==> config.mk <==
export PLATFORM = sky130hd
export DESIGN_NAME = float_wb_scheduler
export DESIGN_NICKNAME = d
export VERILOG_FILES = /design/src/rtl/float_wb_scheduler.sv
export SDC_FILE = /design/constraint.sdc
export NUM_CORES = 1
export LEC_CHECK = 0
export ABC_AREA = 1
export ABC_CLOCK_PERIOD_IN_PS = 2600
export CAP_MARGIN = 5
export CORE_ASPECT_RATIO = 1.1
export CORE_UTILIZATION = 40
export DETAILED_ROUTE_END_ITERATION = 8
export PLACE_DENSITY = 0.76
export REMOVE_ABC_BUFFERS = 1
export SLEW_MARGIN = 5
export SYNTH_ARGS = -nofsm -noshare
export SYNTH_HDL_FRONTEND = slang
export SYNTH_SLANG_ARGS = --single-unit
==> constraint.sdc <==
create_clock -name clk -period 2.6 [get_ports clk]
set_input_delay 0.26 -clock clk [delete_from_list [all_inputs] [get_ports clk]]
set_output_delay 0.26 -clock clk [all_outputs]
set_load 0.02 [all_outputs]
==> src/rtl/float_wb_scheduler.sv <==
// Float register-file writeback scheduler: busy scoreboard for decode hazards plus
// a two-channel (FPU / load-return) round-robin arbiter feeding one registered write port.
module float_wb_scheduler #(
   parameter int FPU_FIRST = 1
) (
   input  logic        clk,
   input  logic        rst,
   input  logic        issue_valid,
   input  logic [4:0]  issue_rd,
   input  logic [4:0]  issue_rs1,
   input  logic [4:0]  issue_rs2,
   output logic        stall,
   input  logic        fpu_valid,
   input  logic [4:0]  fpu_rd,
   input  logic [31:0] fpu_data,
   output logic        fpu_ready,
   input  logic        ld_valid,
   input  logic [4:0]  ld_rd,
   input  logic [31:0] ld_data,
   output logic        ld_ready,
   output logic        float_wb_en,
   output logic [4:0]  float_wb_addr,
   output logic [31:0] float_write_data,
   output logic        wb_err
);

   localparam logic PTR_RST_LD = (FPU_FIRST == 0);

   logic [31:0] r_busy;
   logic        r_ptr_ld;
   logic        r_wb_en;
   logic [4:0]  r_wb_addr;
   logic [31:0] r_wb_data;
   logic        r_err;

   logic        w_stall;
   logic        w_fire;
   logic        w_contest;
   logic        w_fpu_gnt;
   logic        w_ld_gnt;
   logic        w_xfer;
   logic [4:0]  w_rd;
   logic [31:0] w_data;
   logic [31:0] w_set;
   logic [31:0] w_clr;
   logic [31:0] w_busy_nxt;

   // Busy bits are cleared asynchronously by rst, so stall is 0 during reset.
   assign w_stall = issue_valid &
                    (r_busy[issue_rs1] | r_busy[issue_rs2] | r_busy[issue_rd]);
   assign w_fire  = issue_valid & ~w_stall;

   assign w_contest = fpu_valid & ld_valid;
   assign w_fpu_gnt = fpu_valid & (~ld_valid | ~r_ptr_ld);
   assign w_ld_gnt  = ld_valid & (~fpu_valid | r_ptr_ld);
   assign w_xfer    = w_fpu_gnt | w_ld_gnt;
   assign w_rd      = w_fpu_gnt ? fpu_rd : ld_rd;
   assign w_data    = w_fpu_gnt ? fpu_data : ld_data;

   // Clear lands with the register-file write; a same-edge issue set overrides it.
   assign w_set      = (w_fire && issue_rd != 5'd0) ? (32'd1 << issue_rd) : 32'd0;
   assign w_clr      = r_wb_en ? (32'd1 << r_wb_addr) : 32'd0;
   assign w_busy_nxt = ((r_busy & ~w_clr) | w_set) & ~32'd1;

   always_ff @(posedge clk or posedge rst) begin
      if (rst) begin
         r_busy    <= 32'd0;
         r_ptr_ld  <= PTR_RST_LD;
         r_wb_en   <= 1'b0;
         r_wb_addr <= 5'd0;
         r_wb_data <= 32'd0;
         r_err     <= 1'b0;
      end else begin
         r_busy  <= w_busy_nxt;
         r_wb_en <= w_xfer && (w_rd != 5'd0);
         if (w_xfer) begin
            r_wb_addr <= w_rd;
            r_wb_data <= w_data;
         end
         if (w_contest)
            r_ptr_ld <= ~r_ptr_ld;
         if (w_xfer && (w_rd != 5'd0) && !r_busy[w_rd])
            r_err <= 1'b1;
      end
   end

   assign stall            = w_stall;
   assign fpu_ready        = w_fpu_gnt;
   assign ld_ready         = w_ld_gnt;
   assign float_wb_en      = r_wb_en;
   assign float_wb_addr    = r_wb_addr;
   assign float_write_data = r_wb_data;
   assign wb_err           = r_err;

endmodule

* Word level (Yosys, flattened, before mapping) *
Index checks and enable logic that the tools add are counted.

word-level totals
  bits in registers = 71
  bits of input ports = 94
  output and inout port bits = 42
  word-level logic and storage cells = 47

operators by class
  mux-type cells = 12
  reduce and logical (&&, ||, !) cells = 6
  shift-type cells = 2
  order comparisons = 4
  bitwise operators = 17

operators with widths
  kind                  number
  $mux 32               3
  $shl 1x5->32 const A  2
  $and 32x32->32        1
  $not 32->32           1
  $or 32x32->32         1
  $lt 5x6->1 const B    4
  $bmux 1 s5            4
  $reduce_bool 5->1     2
  $and 1x1->1           5
  $mux 5                1
  $or 1x1->1            5
  $mux 1                4
  $not 1->1             4
  $logic_and 1x1->1     3
  $logic_not 1->1       1

* Logic depth before layout (Yosys ltp) *
Gate-level depths: netlist (run 1).

  depth in word-level cells = 10
  mapped depth = 15
  gate-level depth less buffers = 13

* Worst setup path before layout (run 1) *
No wires, ideal clock.

  kind = register to register
  from = register r_ptr_ld
  to = register r_err, in the netlist wb_err
  setup slack = 1,007 ps
  arrival = 1,475 ps
  buffers on the path = 1
  library setup time = 118 ps
  cell stages (with the launch flop) = 14
  cells stage by stage = dfrtp_1 nand2_1 nand2_1 buf_4 nand2_1 nand2_1 inv_1 nand3_1 nand3_1 nand3_1 nand2_1 nand2_1 nand3_1 nand2_1

on the way
  word-level cells in the longest chain between the ends = 8
  elaborated cells on any way between the ends = 13

RTL lines
  what                          RTL line  text
  start: declaration            30        logic r_ptr_ld;
  start signal: assignment      81        r_ptr_ld <= ~r_ptr_ld;
  $not 1->1                     54        assign w_fpu_gnt = fpu_valid & (~ld_valid | ~r_ptr_ld);
  $or 1x1->1                    54
  $and 1x1->1                   54
  $mux 5                        57        assign w_rd = w_fpu_gnt ? fpu_rd : ld_rd;
  $bmux 1 s5                    82        if (w_xfer && (w_rd != 5'd0) && !r_busy[w_rd])
  $mux 1 (implied by the code)  82
  $logic_not 1->1               82
  $logic_and 1x1->1 *           82
  end signal: assignment        72        r_err <= 1'b0;
  end signal: assignment        83        r_err <= 1'b1;
  end: declaration              34        logic r_err;

Mark *: on every way between the ends. The rest lies on a longest branch, timed or not. The select of a mux whose other input is x is not followed.
A chain may end at the register's enable or synchronous reset.

* Final worst setup path (run 1) *
  from = input ld_valid
  to = output fpu_ready

on the way
  word-level cells in the longest chain between the ends = 3

RTL lines
  what                RTL line  text
  start: declaration  17        input logic ld_valid,
  $not 1->1           54
  $or 1x1->1          54
  $and 1x1->1         54
  end: declaration    16        output logic fpu_ready,

Every way passes these cells.

==> results of run 1 <==
## power by group through the flow
stage,sequential [mW],clock [mW],combinational (mW)
6_report,1.88,1.34,1.76
3_3_place_gp,1.87,0,1.73
5_1_grt,1.91,1.41,1.99
4_1_cts,1.86,1.36,1.75
2_1_floorplan,1.78,0,0.949
3_5_place_dp,1.88,0,1.74
## synth_stat cells, drive strengths merged, types with 3 or more instances
library cell	number	area, um2
o21ai	110	554
buf	22	153
nor3	24	120
a21oi	3	15.0
nand2	226	858
nand4	33	206
nand3	89	445
clkbuf	18	67.6
inv	65	244
nor2	67	259
dfrtp	71	1780
or2	3	18.8
## path summary, 6_finish.rpt
kind                       slack [ns]          to
setup / recovery                 0.18   fpu_ready
hold / removal                   0.31   r_busy[6]
setup reg to reg                 0.47      wb_err
hold reg to reg                  0.47      wb_err
max in group asynchronous        1.95  r_busy[26]
min in group clk                 0.47      wb_err
## worst min-delay path, delay by kind of cell
| family | cells | cell delay, ns |
|---|---|---|
| buf+inv | 3 | 0.78 |
## registers in the layout, indices dropped and copies added (netlist names)
name and cells:
float_wb_en 1, float_write_data 32, wb_err 1, float_wb_addr 5
r_ptr_ld 1, r_busy 31
## per-layer routing
layer	vias to the layer above	GRT usage [%]
met2	295	45.6
met1	2409	33.0
met5	-	0
li1	2686	-
met4	0	13.7
met3	54	8.49
## cell families after synthesis
group           count (synthesis)
compound gates                114
flops                          71
buf+inv                       106
simple gates                  442
## layout make-up
cell class	instances	area, um2
fill	1098	4830
timing repair buffer	165	1630
tap	150	188
multi-input combinational	556	2490
inverter	66	248
clock buffer	13	260
sequential	71	1780
clock inverter	3	65.1
## what timing repair did
item                                    CTS  global route
gates resized for setup                   3             2
pin swaps                                 0             0
cloned                                    0             0
endpoints found under the setup margin    1             1
## through the flow
step,instances,setup WS (ns)
floorplan,693,0.129
global placement,1008,-0.0392
detailed placement,1008,-0.0211
CTS,1024,0.152
global route,1024,0.0109
finish,1024,0.177
==> results.md, run 1 <==
- The multiplexer fraction of the synthesized cell area is 0%.
- The initial core utilization is 41.2%.
- TritonCTS built the clock tree.
- The initial DRC count is 361.
- The synthesized netlist devotes 40.3% of its cell area to simple gates.
- STA classifies the critical path startpoint as a primary input.
- At the pin with the least slew margin, the transition time is 0.616 ns.
- The number of violations of the max-capacitance limit is 0.
- The startpoint of the most critical setup path is ld_valid.
- The finished layout cell area is 6660 um2.
- The count of different cell masters after synthesis is 22.
- After floorplanning, the core was sized to cover 11500 um2.
- The internal portion of the total power is 3.06 mW.
- Of the synthesized area, sequential elements account for 37.6%.
- Detailed placement finished with a half-perimeter wire length of 12.0 mm.
- The clock arrives with 0.00614 ns of skew.
- The number of rows in the core area is 41.
- Measured along the x axis, the die boundary spans 106 um.
- Entering global routing, the biggest net connects 72 pins.
- For this run, asynchronously set or reset flops after synthesis account for 100%.
- Counting flops with a built-in enable in the synthesized netlist gives 0.
- The wire length of the first global-routing pass is 26.3 mm.
- The complex-gate fraction of the synthesized area is 12.2%.
- The count of nets left with antenna violations once routing finished came out at 0.
- The clock tree root buffer cell is clkbuf_16.
- The length of routed met2 wiring is 7.40 mm.
- For the worst setup path, the data arrival time is 2.16 ns.
- The clock reaches the later pin of the worst-skew pair after 0.33 ns.
- The dominant combinational cell family by area after synthesis is simple AND/OR/NAND/NOR gates.
- The family with the most delay on the worst path is buffers and inverters.
- The via count of the first global-routing pass is 5279.
- The fraction of power spent switching nets is 38.6%.
- The detailed router used layers up to and including met4.
- STA puts the critical path data required time at 2.34 ns.
- The register share of total power is 37.7%.
- The total number of cells along the worst setup path is 6.
- The number of flip-flops and latches in the synthesized netlist is 71.
- The count of buffers added by post-CTS timing repair for setup is 0.
- Relative to the synthesized area, the layout overhead comes to 40.7%.
- Setup repair after global routing left no endpoint under its margin.
- In the final layout, the share of cells above drive strength 1 is 6.75%.
- The slowest stage of the critical path belongs to the cell clkdlybuf4s50_1.
- The final worst-path cycle share is 93.2%.
- The cell leakage power is 3.02 nW.
- The flow ran to the end, and the final reports show no timing, DRC or antenna violations.
- The total congestion overflow after global routing is 0.
- In this run the count of I/O pins placed on the die edge is 136.
- The critical path goes through clkdlybuf4s50_1 > nand2_1 > nand2_1 > inv_2 > buf_4 > clkdlybuf4s50_1.
- The number of buffers inserted by hold repair at cts is 0.
- Adding up every negative setup slack in the final design gives 0 ns.
- The maximum net fanout on the critical path is 10.
- The share of total power dissipated in the clock network is 27.0%.
- The worst hold margin is 0.314 ns.
- Clock-pin slew was measured on the worst setup and hold paths at 0.05 ns.
- The initial antenna violation count was 0.
- Summing every instance area after synthesis gives 4730 um2.
- The count of nets after finishing is 963.
- STA classifies the critical path endpoint as an output port.
- The buffer depth of the longest clock path is 2.
- The average vias per placed instance is 5.32.
- The detail-routed net length per standard cell is 15.8 um.
- The final number of hold-violating endpoints was 0.
- The analysis attributes to net switching a power of 1.92 mW.
- The floorplan die height is 116 um.
- The cell count of the worst reg-to-reg path is 13.
- The share of the core filled with cells in the final layout is 57.9%.
- During synthesis, Yosys emitted a total of 0 warnings.
- The critical path contains buffers and inverters numbering 4 combined.
- The worst pin sits at a relative slew slack of 58.9%.
- The max-slew violation count was 0.
- CTS saw 71 sinks.
- The synthesized-area fraction occupied by xor and xnor cells is 0%.
- In this run the number of H-tree levels came out at 3.
- The detailed router placed 5444 vias in this run.
- The die covers 12300 um2.
- The count of final setup violators is 0.
- The power per unit of standard cell area is 748 nW/um2.
- Synthesis handed over a netlist of 733 instances.
- The worst supply voltage drop on vdd is 0.000379 V.
- Leaving out fill and tap cells, the most frequent cell in the layout is nand2_1.
- The combinational share of power is 35.3%.
- The pre-antenna-repair detailed-routing pass consisted of 5 iterations.
- The final RePlAce weighted congestion is 0.984.
- The overall routing resource usage is 27.7%.
- The worst setup path is of the in -> out kind.
- The detailed route wirelength on metal3 is 1.87 mm.
- Static timing analysis puts the maximum clock frequency at 0.413 GHz.
- The fraction of the mapped netlist area in adder cells is 0%.
- The detailed-route DRC error count is 0.
- Summing all placed instances gives a cell area of 6320 um2.
- Counting the buffers created by CTS gives 9.
- In the layout the commonest cells are 221 x nand2_1, 133 x clkdlybuf4s50_1, 108 x o21ai_0, 89 x nand3_1, 71 x dfrtp_1.
- The wire length the detailed router placed on met1 is 6.24 mm.
- For this run, the slowest stage of the critical path takes 0.61 ns.
- The min-delay analysis places its worst path in the category in -> async.
- The number of port buffers is 135.
- Among all flip-flop cells after synthesis, the most frequent one is dfrtp_1.
- The final critical path time including I/O delays and setup is 2.42 ns.
- The routed design has 16.1 mm of wire.
- The antenna diode instance count is 0.
- The design draws 4.98 mW.
- The launch instance of the worst register-to-register path is r_ptr_ld.
- The mean post-synth cell area is 6.45 um2.
Power figures use the tool's default switching activity.
==> run 2: changes to the inputs <==
Settings changed: CTS_CLUSTER_DIAMETER set to 60.
==> results of run 2 <==
The final DEF is identical to that of run 1; final timing and power are the same.
==> run 3: changes to the inputs <==
Settings changed: ABC_CLOCK_PERIOD_IN_PS 2600 to 2930.
Clock period 2.6 ns to 2.93 ns, I/O delays scaled along.
==> run 3 against run 2 <==
Critical endpoint unchanged; sequential cell count did not move; largest power group unchanged; cell count fell by 1.1%; worst hold slack better by 0.021 ns; global-route usage grew 1.9 points; first-iteration DRC count increased by 14%.
==> results.md, run 3 (synthesized netlist as in run 1, its figures left out) <==
- TritonCTS built the clock tree.
- Of the available clock period, the critical path in the final layout requires 84.9%.
- The floorplan die height is 116 um (unchanged).
- The via count of the first global-routing pass is 5207 (-1.4%).
- The detail-routed net length per standard cell is 17.2 um (+9.2%).
- The switching component of the power was 1.81 mW (-5.6%).
- The worst path buffer plus inverter count is 3 (-1).
- The internal power contribution was 2.58 mW (-16%).
- The area occupied by multi-input gates is 2500 um2 (+0.30%).
- The power per unit of standard cell area came to 673 nW/um2 (-10%).
- The final number of hold-violating endpoints is 0 (unchanged).
- The maximum net fanout on the critical path came to 37 (+27).
- The register share of total power was 39.3% (+1.6 points).
- The worst supply voltage drop on vdd came to 0.000343 V (-9.6%).
- The instance area after placement is 6220 um2 (-1.7%).
- The worst hold margin is 0.335 ns (+0.0211 ns).
- The final critical path time including I/O delays and setup is 2.49 ns.
- The insertion delay to the later sink of the worst-skew pair is 0.34 ns (about the same).
- The finished layout cell area is 6530 um2 (-2.0%).
- STA classifies the critical path endpoint as an output port.
- The launch instance of the worst register-to-register path is r_ptr_ld.
- The worst setup slack after layout is 0.442 ns (+0.265 ns).
- The data arrival time of the worst path is 2.20 ns (+0.04 ns).
- The part of the power in the clock network is 24.8% (-2.2 points).
- Clock tree synthesis selected as its root buffer the cell clkbuf_16.
- The count of nets after finishing is 952 (-1.1%).
- The count of final setup violators is 0 (unchanged).
- The number of I/O pins is 136 (unchanged).
- The initial core utilization was 41.2% (unchanged).
- The maximum number of pins on one net before global-route repair came to 47 (-35%).
- The signal on the critical path passes through clkdlybuf4s50_1 > nand2_1 > nand2_1 > inv_2 > clkdlybuf4s50_1.
- The wire length of the first global-routing pass is 27.6 mm (+4.9%).
- The detailed-route via count is 5468 (+0.44%).
- The family with the most delay on the worst path is buffers and inverters.
- The filler cell count in the final layout is 1159 (+5.6%).
- The average vias per placed instance was 5.40 (+1.5%).
- The worst setup skew after layout came to 0.00990 ns (+0.00376 ns).
- The total power after layout is 4.39 mW (-12%).
- The number of placed instances, taps included is 997 (-1.1%).
- STA classifies the critical path startpoint as a primary input.
- The top achievable clock speed is 0.402 GHz.
- In the layout the commonest cells are 221 x nand2_1, 133 x clkdlybuf4s50_1, 109 x o21ai_0, 89 x nand3_1, 71 x dfrtp_1.
- The overall routing resource usage is 29.6% (+1.9 points).
- The number of rows in the core area is 41 (unchanged).
- The category of the most critical setup path is in -> out.
- In this run the worst hold path is classified as in -> async.
- The number of port buffers is 135 (unchanged).
- The pre-CTS setup slack is 0.128 ns (+0.149 ns).
- The share of the core filled with cells in the final layout came to 56.8% (-1.1 points).
- The HPWL reported at the end of detailed placement is 12.7 mm (+5.2%).
- The fraction of final layout cells sized beyond drive strength 1 is 5.45% (-1.3 points).
- The area occupied by registers is 1780 um2 (unchanged).
- The count of buffers added by post-CTS timing repair for setup is 0 (unchanged).
- The detailed-router iteration count before antenna repair is 5 (unchanged).
- The endpoint required time on the critical path is 2.64 ns (+0.30 ns).
- The accumulated negative setup slack came to 0 ns (unchanged).
- The detailed-route DRC error count is 0 (unchanged).
- The number of flip-flops in the largest register is 32 (unchanged).
- Setup repair after global routing left no endpoint under its margin.
- The wire length reported by the detailed router is 17.4 mm (+8.1%).
- In this run the worst setup path begins at ld_valid.
- The number of CTS-inserted buffers is 9 (unchanged).
- The clock sink count was 71 (unchanged).
- The slowest stage of the critical path is the clkdlybuf4s50_1 cell.
- The total die area is 12300 um2 (unchanged).
- The number of H-tree levels is 3 (unchanged).
- The width of the die is 106 um (unchanged).
- The initial DRC count is 413 (+14%).
- The final RePlAce weighted congestion is 0.992 (+0.73%).
- The critical path's largest stage delay is 0.73 ns (+0.12 ns).
- The clock-pin slew reported for the worst setup and hold paths after clock tree synthesis came to 0.05 ns (about the same).
- The most common cell after layout, fill and taps aside is nand2_1.
- The total congestion overflow after global routing was 0 (unchanged).
- The fraction of power spent switching nets was 41.3% (+2.7 points).
- The cell leakage power was 2.97 nW (-1.8%).
- The combinational share of power is 35.9% (+0.6 points).
- The number of violations of the max-capacitance limit was 0 (unchanged).
- The remaining max-slew budget at the tightest pin is 56.5% (-2.4 points).
- The worst-margin pin slew is 0.652 ns (+0.0358 ns).
- The antenna diode instance count is 0 (unchanged).
- The buffer depth of the longest clock path is 2 (unchanged).
- The run finished with clean final reports.
- The post-route antenna net violation count is 0 (unchanged).
- The layout-stage area growth over the synthesis result is 38.0%.
- The area of the placeable core is 11500 um2 (unchanged).
- The initial antenna violation count came to 0 (unchanged).
- The non-filler instance count after layout is 1013 (-1.1%).
- The max-slew violation count is 0 (unchanged).
## run 3: routing by layer
metal / global-route usage, % / wire length (um) / vias to the layer above
met4: 16.1 / 844 / 0
met3: 7.93 / 1850 / 57
met1: 36.6 / 6810 / 2428
met2: 47.5 / 7930 / 322
li1: - / - / 2661
met5: 0 / 0 / -
## run 3: worst register-to-register path, stage by stage (launching register included)
cell and delay (ns):
dfrtp_1 0.39, nand2_1 0.13, nand2_1 0.10, inv_2 0.49, nand2_1 0.13, nand2_1 0.17, buf_4 0.19, nand3_1 0.11
nand3_1 0.10, nand3_1 0.06, nand2_1 0.09, nand2_1 0.05, nand3_1 0.11, nand2_1 0.05
## run 3: power groups by stage
stage               Combinational (mW)  Sequential, mW  Clock, mW
floorplan                        0.842            1.58          0
global placement                  1.54            1.71          0
detailed placement                1.55            1.71          0
CTS                               1.56            1.70       1.10
global route                      1.76            1.74       1.15
finish                            1.57            1.73       1.09
## run 3: cell type report
class / count / area share (%)
multi-input cells: 556 / 38.3
flip-flops and latches: 71 / 27.2
repair buffers: 154 / 23.4
clock buffers: 12 / 3.78
well taps: 150 / 2.88
clock inverters: 4 / 0.690
inverters: 66 / 3.80
## run 3: worst paths after layout
kind / endpoint / slack [ns] / depth (start not counted)
max: fpu_ready / 0.44 / 5
min: float_write_data[25] / 0.34 / 2
max reg2reg: wb_err / 0.64 / 13
min reg2reg: float_write_data[16] / 0.48 / 2
max in group asynchronous: r_busy[14] / 1.94 / 3
min in group clk: float_write_data[16] / 0.48 / 2
## run 3: timing repair
| item | in CTS | in global routing |
|---|---|---|
| hold buffers | 0 | 0 |
| endpoints found under the setup margin | 0 | 1 |
| gates resized for setup | 0 | 5 |
